<file path="config.mk">
export PLATFORM = sky130hd
export DESIGN_NAME = dac_spi_tx
export DESIGN_NICKNAME = d
export VERILOG_FILES = /design/src/rtl/dac_spi_pkg.sv /design/src/rtl/dac_spi_tick.sv /design/src/rtl/dac_spi_tx.sv
export SDC_FILE = /design/constraint.sdc
export NUM_CORES = 1
export LEC_CHECK = 0
export CAP_MARGIN = 20
export CORE_MARGIN = 3
export CORE_UTILIZATION = 55
export CTS_BUF_LIST = sky130_fd_sc_hd__clkbuf_8 sky130_fd_sc_hd__clkbuf_16
export DETAILED_ROUTE_END_ITERATION = 6
export GPL_TIMING_DRIVEN = 0
export PLACE_DENSITY = 0.79
export RECOVER_POWER = 25
export SETUP_SLACK_MARGIN = 0.5
export SLEW_MARGIN = 20
export SYNTH_ARGS = -nofsm -noshare
export SYNTH_HDL_FRONTEND = slang
export SYNTH_HIERARCHICAL = 1
export SYNTH_SLANG_ARGS = --single-unit
</file>
<file path="constraint.sdc">
create_clock -name clk -period 2.69 [get_ports clk]
set_input_delay 0.538 -clock clk [delete_from_list [all_inputs] [get_ports clk]]
set_output_delay 0.538 -clock clk [all_outputs]
set_load 0.02 [all_outputs]
</file>
<file path="src/rtl/dac_spi_pkg.sv">
// Shared definitions for the DAC SPI serializer.
// Contents: FSM state encoding, frame/data widths, counter widths and the
// frame builder (two's-complement sample -> 16-bit DAC frame).
package dac_spi_pkg;

    localparam int unsigned FRAME_BITS = 16;
    localparam int unsigned DATA_BITS  = 12;
    localparam int unsigned BIT_CNT_W  = $clog2(FRAME_BITS);
    localparam int unsigned DIV_CNT_W  = 8;

    typedef enum logic [1:0] {
        ST_IDLE  = 2'd0,
        ST_SHIFT = 2'd1,
        ST_GAP   = 2'd2
    } state_e;

    // Frame: 2 don't-care zeros, power-down bits, offset-binary sample.
    function automatic logic [FRAME_BITS-1:0] build_frame(
        input logic [1:0]           pd,
        input logic [DATA_BITS-1:0] sample
    );
        return {2'b00, pd, ~sample[DATA_BITS-1], sample[DATA_BITS-2:0]};
    endfunction

endpackage

</file>
<file path="src/rtl/dac_spi_tick.sv">
// Half-period tick generator for the DAC SPI serializer.
// Ports: clk, reset (async, active low), en_i (count enable; counter is held
// at zero while low), tick_c (one-cycle pulse every DIV_MED enabled cycles).
module dac_spi_tick
    import dac_spi_pkg::*;
#(
    parameter int unsigned DIV_MED = 2
) (
    input  logic clk,
    input  logic reset,
    input  logic en_i,
    output logic tick_c
);

    localparam logic [DIV_CNT_W-1:0] LAST = DIV_CNT_W'(DIV_MED - 1);

    logic [DIV_CNT_W-1:0] cnt_q, cnt_d;

    assign tick_c = en_i && (cnt_q == LAST);

    // Count 0..DIV_MED-1 while enabled, wrap on tick.
    always_comb begin
        cnt_d = cnt_q;
        if (!en_i || tick_c) begin
            cnt_d = '0;
        end else begin
            cnt_d = cnt_q + DIV_CNT_W'(1);
        end
    end

    always_ff @(posedge clk or negedge reset) begin
        if (!reset) begin
            cnt_q <= '0;
        end else begin
            cnt_q <= cnt_d;
        end
    end

endmodule

</file>
<file path="src/rtl/dac_spi_tx.sv">
// SPI serializer for a DAC121S101-class DAC: one 16-bit frame per accepted
// sample, MSB first, sclk idles high, DAC samples on the sclk falling edge.
// Ports: clk, reset (async, active low), start/dato (sample strobe and signed
// 12-bit sample), busy, done (one-cycle frame-complete pulse), sync_n, sclk,
// sdata. Optional macro DAC_SPI_BUF_EN adds a one-entry latest-wins buffer
// for samples arriving while busy.
module dac_spi_tx
    import dac_spi_pkg::*;
#(
    parameter int unsigned DIV_MED = 2,
    parameter logic [1:0]  PD_MODE = 2'b00
) (
    input  logic                 clk,
    input  logic                 reset,
    input  logic                 start,
    input  logic [DATA_BITS-1:0] dato,
    output logic                 busy,
    output logic                 done,
    output logic                 sync_n,
    output logic                 sclk,
    output logic                 sdata
);

    state_e                 state_q, state_d;
    logic                   phase_q, phase_d;   // 0: sclk-high half, 1: sclk-low half
    logic [BIT_CNT_W-1:0]   bit_cnt_q, bit_cnt_d;
    logic [FRAME_BITS-1:0]  shreg_q, shreg_d;
    logic                   busy_q, busy_d;
    logic                   done_q, done_d;
    logic                   sync_n_q, sync_n_d;
    logic                   sclk_q, sclk_d;
    logic                   sdata_q, sdata_d;
    logic                   tick_c;
    logic                   launch_c;
    logic [DATA_BITS-1:0]   launch_data_c;
    logic [FRAME_BITS-1:0]  frame_c;
`ifdef DAC_SPI_BUF_EN
    logic [DATA_BITS-1:0]   buf_q, buf_d;
    logic                   buf_vld_q, buf_vld_d;
    logic                   gap_end_c;
`endif

    dac_spi_tick #(.DIV_MED(DIV_MED)) u_tick (
        .clk    (clk),
        .reset  (reset),
        .en_i   (state_q != ST_IDLE),
        .tick_c (tick_c)
    );

    // Next-state and output logic.
    always_comb begin
        state_d       = state_q;
        phase_d       = phase_q;
        bit_cnt_d     = bit_cnt_q;
        shreg_d       = shreg_q;
        busy_d        = busy_q;
        done_d        = 1'b0;
        sync_n_d      = sync_n_q;
        sclk_d        = sclk_q;
        sdata_d       = sdata_q;
        launch_c      = 1'b0;
        launch_data_c = dato;
        frame_c       = '0;
`ifdef DAC_SPI_BUF_EN
        buf_d         = buf_q;
        buf_vld_d     = buf_vld_q;
        gap_end_c     = (state_q == ST_GAP) && tick_c && phase_q;
`endif

        case (state_q)
            ST_IDLE: begin
                if (start) begin
                    launch_c = 1'b1;
                end
            end
            ST_SHIFT: begin
                if (tick_c) begin
                    if (!phase_q) begin
                        phase_d = 1'b1;
                        sclk_d  = 1'b0;
                    end else if (bit_cnt_q == '0) begin
                        state_d  = ST_GAP;
                        phase_d  = 1'b0;
                        sclk_d   = 1'b1;
                        sync_n_d = 1'b1;
                        sdata_d  = 1'b0;
                        done_d   = 1'b1;
                    end else begin
                        // Next bit appears at the start of the sclk-high half.
                        bit_cnt_d = bit_cnt_q - BIT_CNT_W'(1);
                        phase_d   = 1'b0;
                        sclk_d    = 1'b1;
                        sdata_d   = shreg_q[FRAME_BITS-1];
                        shreg_d   = {shreg_q[FRAME_BITS-2:0], 1'b0};
                    end
                end
            end
            ST_GAP: begin
                if (tick_c) begin
                    if (!phase_q) begin
                        phase_d = 1'b1;
                    end else begin
`ifdef DAC_SPI_BUF_EN
                        // A start in this very cycle is newer than the buffer.
                        if (start) begin
                            launch_c  = 1'b1;
                            buf_vld_d = 1'b0;
                        end else if (buf_vld_q) begin
                            launch_c      = 1'b1;
                            launch_data_c = buf_q;
                            buf_vld_d     = 1'b0;
                        end
`endif
                        if (!launch_c) begin
                            state_d = ST_IDLE;
                            phase_d = 1'b0;
                            busy_d  = 1'b0;
                        end
                    end
                end
            end
            default: begin
                state_d = ST_IDLE;
            end
        endcase

        // Load a new frame; bit 15 is presented immediately, the rest shifts.
        if (launch_c) begin
            frame_c   = build_frame(PD_MODE, launch_data_c);
            state_d   = ST_SHIFT;
            phase_d   = 1'b0;
            bit_cnt_d = BIT_CNT_W'(FRAME_BITS - 1);
            busy_d    = 1'b1;
            sync_n_d  = 1'b0;
            sclk_d    = 1'b1;
            sdata_d   = frame_c[FRAME_BITS-1];
            shreg_d   = {frame_c[FRAME_BITS-2:0], 1'b0};
        end

`ifdef DAC_SPI_BUF_EN
        if (start && busy_q && !gap_end_c) begin
            buf_d     = dato;
            buf_vld_d = 1'b1;
        end
`endif
    end

    always_ff @(posedge clk or negedge reset) begin
        if (!reset) begin
            state_q   <= ST_IDLE;
            phase_q   <= 1'b0;
            bit_cnt_q <= '0;
            shreg_q   <= '0;
            busy_q    <= 1'b0;
            done_q    <= 1'b0;
            sync_n_q  <= 1'b1;
            sclk_q    <= 1'b1;
            sdata_q   <= 1'b0;
`ifdef DAC_SPI_BUF_EN
            buf_q     <= '0;
            buf_vld_q <= 1'b0;
`endif
        end else begin
            state_q   <= state_d;
            phase_q   <= phase_d;
            bit_cnt_q <= bit_cnt_d;
            shreg_q   <= shreg_d;
            busy_q    <= busy_d;
            done_q    <= done_d;
            sync_n_q  <= sync_n_d;
            sclk_q    <= sclk_d;
            sdata_q   <= sdata_d;
`ifdef DAC_SPI_BUF_EN
            buf_q     <= buf_d;
            buf_vld_q <= buf_vld_d;
`endif
        end
    end

    assign busy   = busy_q;
    assign done   = done_q;
    assign sync_n = sync_n_q;
    assign sclk   = sclk_q;
    assign sdata  = sdata_q;

endmodule
</file>
# [After elaboration in Yosys (flattened, before gate mapping)]
# Cells that the tools add are included.
[op_classes] addsub=2 n_mul=0 div_mod_pow=0 order_cmp=0 n_eq_ne=10 shift=0 muxes=46 bitwise_logic=1 n_reduce_logical=20
[ops] operator="2-to-1 mux 16 bit" count=5
[ops] operator="2-to-1 mux 1 bit" count=28
[ops] operator="2-to-1 mux 4 bit" count=5
[ops] operator="nonzero test 2 bit" count=7
[ops] operator="2-to-1 mux 2 bit" count=6
[ops] operator="!= test 3 bit, second input constant" count=3
[ops] operator="adder 8 x 1 -> 8 bit, second input constant" count=1
[ops] operator="equality test 8 x 1 -> 1 bit, second input constant" count=1
[ops] operator="2-to-1 mux 8 bit" count=1
[ops] operator="AND reduction 4 bit" count=2
[ops] operator="!= test 3 x 2 -> 1 bit, second input constant" count=2
[ops] operator="case mux 2 bit (3 select lines)" count=1
[ops] operator="AND reduction 3 bit" count=2
[ops] operator="AND reduction 6 bit" count=1
[ops] operator="zero test 4 bit" count=1
[ops] operator="!= test 2 bit, second input constant" count=2
[ops] operator="AND reduction 2 bit" count=2
[ops] operator="subtractor 4 x 1 -> 4 bit, second input constant" count=1
[ops] operator="equality test 2 x 1 -> 1 bit, second input constant" count=1
[ops] operator="equality test 2 bit, second input constant" count=1
[ops] operator="zero test 2 bit" count=1
[ops] operator="OR reduction 2 bit" count=1
[ops] operator="logical AND 1 bit" count=1
[ops] operator="zero test 1 bit" count=1
[ops] operator="2 further kinds" count=2
[totals] ff_bits=36 latchBits=0 mem_bits_rw=0 rom_bits=0 input_bits=15 output_inout_bits=5 wordCells=89 memories=0

# [Longest topological paths before layout]
[depth] word_depth=6 mapped_depth=9 ltp_nobuf=8

# [By module]
# The synthesis kept the hierarchy.
[by_module_without_submodules] module="dac_spi_tx" instances=1 cells_per_inst=142 area_each_um2=1302.5 seq_area_each_um2=678.2
[by_module_without_submodules] module="dac_spi_tick" instances=1 cells_per_inst=40 area_each_um2=401.6 seq_area_each_um2=200.2

# [Worst setup path after synthesis]
# OpenSTA, ideal clock, no wires.
[synth_timing] path_kind="register -> register" startpoint="register u_tick.cnt_q[1]" endpoint="register shreg_q[10]" setup_ns=0.077 arrival_time_ns=2.176 required_ns=2.613 slack_ns=0.437 path_stages_with_launch=9 path_buffers=1 synth_period_minus_slack_ns=2.253 cell_sequence="dfrtp_1 > inv_1 > ha_1 > or4b_4 > nor3_1 > and3_1 > clkbuf_1 > a31oi_1 > a21oi_1"
[synth_between] elab_chain_len=4
[synth_rtl] item="start, declared" line="dac_spi_tick.sv:17" text="logic [DIV_CNT_W-1:0] cnt_q, cnt_d;"
[synth_rtl] item="start signal, assigned" line="dac_spi_tick.sv:35" text="cnt_q <= cnt_d;"
[synth_rtl] item="equality test 8 x 1 -> 1 bit" line="dac_spi_tick.sv:19" text="assign tick_c = en_i && (cnt_q == LAST);"
[synth_rtl] item="logical AND 1 bit" line="dac_spi_tick.sv:19"
[synth_rtl] item="via tick_c" line="dac_spi_tx.sv:33" text="logic tick_c;"
[synth_rtl] item="nonzero test 2 bit (no source line)"
[synth_rtl] item="AND reduction 4 bit (no source line)"
[synth_rtl] item="end signal, assigned" line="dac_spi_tx.sv:167" text="shreg_q <= shreg_d;"
[synth_rtl] item="end, declared" line="dac_spi_tx.sv:27" text="logic [FRAME_BITS-1:0] shreg_q, shreg_d;"
# The timed path passes the listed nets, and every way through them passes these cells.
# A chain may end at the register's enable or synchronous reset.

# [Worst setup path after layout]
[layout_timing] startpoint="register u_tick.cnt_q[1]" endpoint="register shreg_q[9]"
# The elaborated chain is that of the path after synthesis.

==> reports/metrics.yaml <==
io_pins: 20
dieWidth_um: 61.7
hold_violations: 0
period_needed_ps: 2170
drt_iter0_drc: 115
cp.required_ps: 2890
synth-edff-count: 0
grt_usage: 0.240
drive_gt1_frac: 0.117
dp.final_hpwl_um: 2850
async_reset_ff_frac: 1.00
clock-sinks: 35
worst_slew_pin_slew_ps: 1350
gr-total-overflow: 0
syn_area_um2: 1700
status: "completed"
ys_seq_area_frac: 0.515
cp.arrival_ps: 2360
synth_ff_type: "dfrtp_1"
crit_path_end_kind: "flip-flop"
synth_top_cell_by_area: "dfrtp_1"
vias: 1511
die_area_um2: 3800
antenna_found_initial: 0
final_util: 0.743
drcViolationCount: 0
chipHeight_um: 61.7
slew_headroom: 0.102
synth_seq_cells: 35
ant_nets: 0
hp-class: "in2async"
final.setup_skew_ps: 6.73
synthTopCellsByArea: "dfrtp_1, o21ai_0, a21oi_1, a31oi_1, ha_1"
drv_slew: 0
maxCapViolCount: 0
area_growth_syn_to_layout_pct: 24.3
cts_tree: "yes"
yosys_warnings: 6
crit_fanout: 10
num_rows: 19
core_area_um2: 2850
syn_inst: 182
r2r.worst_path.cells: 8
synth_cell_types: 33
finalSetupTns_ps: 0
diodes: 0
synth.top_cell.area_share: 0.485
cts_root_buf: "clkbuf_8"
wl_per_cell_um: 16.3
wirelength_um: 3990
finalPower_mw: 2.01
drt_first_pass_iters: 4
peakVddDrop_v: 0.000579
htreeDepth: 2
grt_max_degree: 27
grt_pass1_vias: 1460
final_nets: 233
rsz0062_at_grt: "true"
port-buffer-count: 19
place.gp.congestion: 0.800
yosysMostFrequentCell: "dfrtp_1"
worstSetupPathType: "reg2reg"
ctsLongestPathBuffers: 2
vias_per_cell: 6.19
fmaxAchievable_mhz: 461
grt_pass1_wl_um: 6510
start_kind: "flip-flop"
avgSynthCellArea_um2: 9.36
power.density_nw_per_um2: 951
setup_viol: 0
synth.net_count: 203
cts_buffers: 5
worstSkewPairLatency_ps: 290
whs_ps: 176
start_util: 0.597
fin_crit_sh: 0.806
yosys-top-cells-count: "dfrtp_1, o21ai_0, a21oi_1"
p_leak_nw: 0.894
clk_pin_slew_ps: 70
layer usage:
layer  vias up  global-route usage  wire (um)
met4         0               0.136        112
li1        706                   -          -
met5         -                   0          0
met2        61               0.396       2090
met1       732               0.277       1530
met3        12              0.0671        264
registers in the layout, summed over array words and instances (netlist names):
name and flops:
bit_cnt_q 4, busy 1, done 1, phase_q 1
sclk 1, sdata 1, shreg_q 15, state_q 2
sync_n 1, u_tick/cnt_q 8
stage by stage:
step / setup slack (ps) / instance area [um^2] / instances
after floorplan: 568 / 1710 / 182
after global placement: 319 / 1940 / 232
after detailed placement: 182 / 1950 / 233
after CTS: 518 / 2100 / 242
after global routing: 439 / 2120 / 244
final: 521 / 2120 / 244
repair_timing:
action | CTS | global route
gates resized for setup | 5 | 20
hold buffers | 0 | 0
pin swaps | 1 | 2
endpoints found under the setup margin | 21 | 19
buffers inserted | 1 | 2
cloned | 0 | 0
logic make-up (layout without fill, tap and decap cells):
logic type | after synthesis | count (layout) | share of synthesized area
AOI/OAI and AO/OA | 64 | 64 | 0.213
buffers and inverters | 19 | 50 | 0.0448
muxes | 1 | 1 | 0.00587
xor gates and xnor gates | 4 | 4 | 0.0206
and+or+nand+nor | 53 | 53 | 0.156
adders and majority gates | 6 | 6 | 0.0441
DFF | 35 | 35 | 0.515
worst max-delay path, stage by stage, from the launching register on:
cell     delay (ps)
dfrtp_1         400
inv_1            70
ha_1            140
or4b_4          500
nor3_4          250
and3_1          210
buf_4           180
a31oi_1         110
a21oi_1         220
final timing paths:
path / slack, ps / start / to
setup / recovery: 520 / u_tick/cnt_q[1]$_DFF_PN0_ / shreg_q[9]$_DFFE_PN0P_
hold / removal: 180 / reset / shreg_q[13]$_DFFE_PN0P_
setup reg to reg: 520 / u_tick/cnt_q[1]$_DFF_PN0_ / shreg_q[9]$_DFFE_PN0P_
hold reg to reg: 510 / u_tick/cnt_q[0]$_DFF_PN0_ / u_tick/cnt_q[0]$_DFF_PN0_
max in group asynchronous: 810 / reset / u_tick/cnt_q[0]$_DFF_PN0_
min in group clk: 510 / u_tick/cnt_q[0]$_DFF_PN0_ / u_tick/cnt_q[0]$_DFF_PN0_
where the power goes:
group / internal, mW / switching (mW) / leakage [nW] / total, mW
combinational: 0.290 / 0.385 / 0.411 / 0.675
sequential: 0.682 / 0.107 / 0.414 / 0.789
clock: 0.366 / 0.184 / 0.0695 / 0.550
total: 1.34 / 0.675 / 0.894 / 2.01
layout by cell type, fill, tap and decap left out, drive strengths merged, types with 2 or more instances in the layout:
cell           count
a21oi             19
a31oi             12
and3               2
buf               10
bufinv             2
clkbuf            10
clkdlybuf4s50     18
dfrtp             33
dfstp              2
ha                 6
inv               10
nand2              9
nand3             13
nor2              17
nor3               2
o21a               2
o21ai             27
or3                4
xor2               3
layout make-up:
class	instances	area (um^2)
buffer	10	56.3
clock buffer	5	68.8
clock inverter	3	63.8
fill	210	734
inverter	9	33.8
multi-input combinational	128	767
sequential	35	880
tap	31	38.8
timing repair buffer	23	210
(Power assumes the default switching activity.)
